`config.mk`:
```
export PLATFORM = sky130hd
export DESIGN_NAME = keypad_scanner
export DESIGN_NICKNAME = d
export VERILOG_FILES = /design/src/rtl/keypad_scanner.sv
export SDC_FILE = /design/constraint.sdc
export NUM_CORES = 1
export LEC_CHECK = 0
export CAP_MARGIN = 5
export CORE_ASPECT_RATIO = 0.7
export CORE_MARGIN = 2
export CORE_UTILIZATION = 60
export DETAILED_ROUTE_END_ITERATION = 8
export DONT_BUFFER_PORTS = 1
export PLACE_DENSITY = 0.75
export SLEW_MARGIN = 20
export SYNTH_ARGS = -nofsm -noshare
export SYNTH_HDL_FRONTEND = slang
export SYNTH_SLANG_ARGS = --single-unit
```
`constraint.sdc`:
```
create_clock -name clk -period 2.71 [get_ports clk]
set_clock_uncertainty 0.05 [all_clocks]
set_input_delay 0.6775 -clock clk [delete_from_list [all_inputs] [get_ports clk]]
set_output_delay 0.6775 -clock clk [all_outputs]
set_load 0.01 [all_outputs]
```
`src/rtl/keypad_scanner.sv`:
```
// keypad_scanner: multiplexed 4x4 matrix keypad scanner.
// Drives one column at a time and reads the row lines back through a
// 2-flop synchronizer. A candidate key must match on DEBOUNCE_TICKS
// consecutive column samples before it is reported. Its release must
// likewise be empty on DEBOUNCE_TICKS consecutive samples.
// Handshake: key_valid is a one-cycle strobe with no back-pressure. key is
// stable from the key_valid cycle until the next accepted press, so a
// consumer may sample key on any cycle where key_valid is high.
module keypad_scanner #(
  parameter int SCAN_DIV       = 4096,
  parameter int DEBOUNCE_TICKS = 8
) (
  input  logic       clk,
  input  logic       rst,
  input  logic [3:0] rows,
  output logic [3:0] cols,
  output logic [3:0] key,
  output logic       key_valid,
  output logic       key_held
);

  localparam int DIV_W = $clog2(SCAN_DIV + 1);
  localparam int CNT_W = $clog2(DEBOUNCE_TICKS + 1);
  localparam logic [DIV_W-1:0] DIV_LAST   = DIV_W'(SCAN_DIV - 1);
  localparam logic [CNT_W-1:0] CNT_TARGET = CNT_W'(DEBOUNCE_TICKS);

  typedef enum logic [1:0] {
    ST_SCAN     = 2'd0,
    ST_DEBOUNCE = 2'd1,
    ST_PRESSED  = 2'd2
  } state_t;

  logic [3:0]       rows_meta_q;
  logic [3:0]       rows_sync_q;
  logic [DIV_W-1:0] div_q;
  logic [DIV_W-1:0] div_d;
  state_t           state_q;
  logic [CNT_W-1:0] cnt_q;
  logic [CNT_W-1:0] cnt_inc;
  logic [1:0]       cand_row_q;
  logic [3:0]       cols_q;
  logic [3:0]       cols_next;
  logic [3:0]       key_q;
  logic             key_valid_q;
  logic             key_held_q;

  logic             tick;
  logic             hit;
  logic [1:0]       hit_row;
  logic [1:0]       col_idx;

  // Column slot timing: tick marks the last cycle of each slot.
  assign tick      = (div_q == DIV_LAST);
  assign div_d     = tick ? '0 : div_q + DIV_W'(1);
  assign hit       = |rows_sync_q;
  assign cnt_inc   = cnt_q + CNT_W'(1);
  assign cols_next = {cols_q[2:0], cols_q[3]};

  // Lowest-index active row wins when several keys share a column.
  always_comb begin
    hit_row = 2'd0;
    if (rows_sync_q[0])      hit_row = 2'd0;
    else if (rows_sync_q[1]) hit_row = 2'd1;
    else if (rows_sync_q[2]) hit_row = 2'd2;
    else if (rows_sync_q[3]) hit_row = 2'd3;
  end

  // Encode the one-hot column drive into its index.
  always_comb begin
    col_idx = 2'd0;
    case (cols_q)
      4'b0010: col_idx = 2'd1;
      4'b0100: col_idx = 2'd2;
      4'b1000: col_idx = 2'd3;
      default: col_idx = 2'd0;
    endcase
  end

  // Synchronizer, divider and the scan/debounce/pressed FSM.
  always_ff @(posedge clk) begin
    if (rst) begin
      rows_meta_q <= '0;
      rows_sync_q <= '0;
      div_q       <= '0;
      state_q     <= ST_SCAN;
      cnt_q       <= '0;
      cand_row_q  <= '0;
      cols_q      <= 4'b0001;
      key_q       <= '0;
      key_valid_q <= 1'b0;
      key_held_q  <= 1'b0;
    end else begin
      rows_meta_q <= rows;
      rows_sync_q <= rows_meta_q;
      div_q       <= div_d;
      key_valid_q <= 1'b0;
      if (tick) begin
        case (state_q)
          ST_SCAN: begin
            if (hit) begin
              cand_row_q <= hit_row;
              if (DEBOUNCE_TICKS == 1) begin
                key_q       <= {hit_row, col_idx};
                key_valid_q <= 1'b1;
                key_held_q  <= 1'b1;
                cnt_q       <= '0;
                state_q     <= ST_PRESSED;
              end else begin
                cnt_q   <= CNT_W'(1);
                state_q <= ST_DEBOUNCE;
              end
            end else begin
              cols_q <= cols_next;
            end
          end
          ST_DEBOUNCE: begin
            if (hit && (hit_row == cand_row_q)) begin
              if (cnt_inc == CNT_TARGET) begin
                key_q       <= {cand_row_q, col_idx};
                key_valid_q <= 1'b1;
                key_held_q  <= 1'b1;
                cnt_q       <= '0;
                state_q     <= ST_PRESSED;
              end else begin
                cnt_q <= cnt_inc;
              end
            end else begin
              cnt_q   <= '0;
              cols_q  <= cols_next;
              state_q <= ST_SCAN;
            end
          end
          ST_PRESSED: begin
            if (hit) begin
              cnt_q <= '0;
            end else if (cnt_inc == CNT_TARGET) begin
              key_held_q <= 1'b0;
              cnt_q      <= '0;
              cols_q     <= cols_next;
              state_q    <= ST_SCAN;
            end else begin
              cnt_q <= cnt_inc;
            end
          end
          default: begin
            cnt_q   <= '0;
            state_q <= ST_SCAN;
          end
        endcase
      end
    end
  end

  assign cols      = cols_q;
  assign key       = key_q;
  assign key_valid = key_valid_q;
  assign key_held  = key_held_q;

endmodule
```
==> metrics.txt <==
GRT Util Overall=0.221; Pwr Density=538 nW/um^2; post-synthesis cell type count=46; cts bufs inserted=5; Fmax achieved=446 MHz; CP Data Arrival Time=2.41 ns; hold_sp=rows_meta_q[2]; clk root buf=clkbuf_8; total wire length=3480 um; Net Count, Synth=213; leakage=0.000653 uW; fill count=220; min cycle time layout=2.24 ns; part of the cycle the worst path needs=0.827; Yosys top cell by area=dfxtp_1; Resized Gates After CTS=0; setup tns final=0 ns; core area=2820 um^2; Vias/cell=6.07; Slew Limit Fails=0; proportion of layout cells with a drive suffix above 1=0.0857; RSZ-0062 raised after global routing=no; number of remaining DRC errors=0; Syn Area/Cell=8.77 um^2; type of origin of the critical path=flop; Setup Buffers After CTS=0; synthesized flop and latch total=39; CP endpoint kind=flop; Hold Buf Count CTS=0; hpwl dp=2540 um; Worst Setup SP=div_q[0]; max cap viols=0; die height=49.8 um; vias post-DR=1,493; CTS tree=yes; Synth top area share=0.434; largest net degree at the start of global routing=25; FF-to-FF Start=div_q[0]; Synth Instances=205; most common flop cell mapped by yosys=dfxtp_1; Chip Width=69.4 um; critical path class=flop to flop; Final setup viols=0; CTS sink cnt=39; top cells by instance count after synthesis=dfxtp_1, nor2_1, nand2_1; initial antenna violation count=0; Max FO, Critical Path=8; Iteration-0 DRC Markers=114; Initial Util=0.637; die area=3460 um^2; post-synthesis sequential area ratio=0.434; cell count after placement=238; I/O Pins=16; synth warn=0; NumNets Final=217; Row Count=16; drt first pass iters=4; clk_lat worst skew=0.29 ns; clk slew on worst S/H paths=0.07 ns; status=completed; Critical Path RT=2.88 ns; Mapped Area=1800 um^2; maximum VDD drop=0.000415 V; Antenna Cells=0; synth top area cells=dfxtp_1, nor2_1, nand2_1; Async SR Flop Fraction=0; vias in the first global route=1,317; clock buffer depth=2; routed len/inst=14.2 um; Worst-Margin Slew=0.497 ns; count leader, synth=dfxtp_1; Max-slew headroom=0.666; # H-tree levels=2; Non-Filler Instances=246; global-route wire length before repair=5940 um; antenna-violating nets left=0; Post-synth EDFFs=0; total grt overflow=0; gpl congestion=0.872; IO Port Bufs=0; final hold viol count=0; HP Class=flop to flop; Area Overhead vs Synth=7.79%
-- routing by layer --
metal  global-route usage  wire length [um]  vias to the layer above
met3               0.0920               316                        6
met1                0.299              1650                      689
met5                    0                 0                        -
met2                0.308              1460                       54
li1                     -                 -                      744
met4               0.0980                53                        0
-- layout make-up --
| class | count | area, um^2 | area share |
|---|---|---|---|
| clock buffers | 8 | 100 | 0.0516 |
| inverters | 7 | 26.3 | 0.0136 |
| well taps | 36 | 45.0 | 0.0232 |
| repair buffers | 2 | 15.0 | 0.00775 |
| flip-flops and latches | 39 | 781 | 0.403 |
| multi-input cells | 154 | 971 | 0.501 |
-- cells by family after synthesis --
kind of cell | after synthesis | synth area share
multiplexers | 3 | 0.0167
buffers and inverters | 12 | 0.0257
AO/OA/AOI/OAI | 37 | 0.152
flip-flops | 39 | 0.434
XOR/XNOR | 11 | 0.0536
AND/OR/NAND/NOR | 101 | 0.303
adder cells (fa/ha/maj) | 2 | 0.0139
-- power breakdown --
part / leakage (uW) / internal [uW] / switching (uW) / total [uW]
combinational: 0.000285 / 12.6 / 18.7 / 31.3
sequential: 0.000316 / 582 / 9.15 / 591
clock: 0.0000515 / 232 / 188 / 420
-- metrics by stage --
stage | setup WS [ns] | total power, uW | area [um^2] | utilization | hold WS [ns]
2_1_floorplan | 0.525 | 631 | 1800 | - | 0.364
3_3_place_gp | 0.540 | 633 | 1840 | 0.651 | 0.375
3_5_place_dp | 0.487 | 635 | 1840 | 0.651 | 0.376
4_1_cts | 0.464 | 1050 | 1940 | 0.687 | 0.391
5_1_grt | 0.286 | 1080 | 1940 | 0.687 | 0.381
6_report | 0.470 | 1040 | 1940 | 0.687 | 0.388
-- state kept, by name (all words and copies together), names as in the netlist --
signal,flops
cand_row_q,2
div_q,13
key_valid,1
cnt_q,4
state_q,2
cols,4
rows_sync_q,4
key,4
key_held,1
rows_meta_q,4
-- cells in the final DEF, fill, tap and decap left out, types with 3 or more instances in the layout --
cell	instances
nand2_1	23
nor3_1	7
xnor2_1	8
a21oi_1	13
o311ai_1	3
and3_1	4
nand3b_1	3
xor2_1	3
nor2b_1	11
o21ai_0	3
clkbuf_8	7
mux2i_1	3
nand3_1	9
dfxtp_1	39
nor2_1	24
o211ai_1	3
or4_1	5
inv_1	7
-- final timing paths --
kind	end	slack (ns)	cells after the start
worst min register to register	rows_sync_q[2]	0.39	1
worst max-delay path	cand_row_q[1]	0.47	7
worst min-delay path	rows_sync_q[2]	0.39	1
worst max register to register	cand_row_q[1]	0.47	7
-- critical path, cell delays in order, from the launching register on --
cell and delay, ns:
dfxtp_1 0.38, ha_1 0.24, nand4_2 0.18, nor4_4 0.35, buf_4 0.22, nand3_1 0.17
or4_1 0.43, a21oi_1 0.16
(Power assumes the default switching activity.)
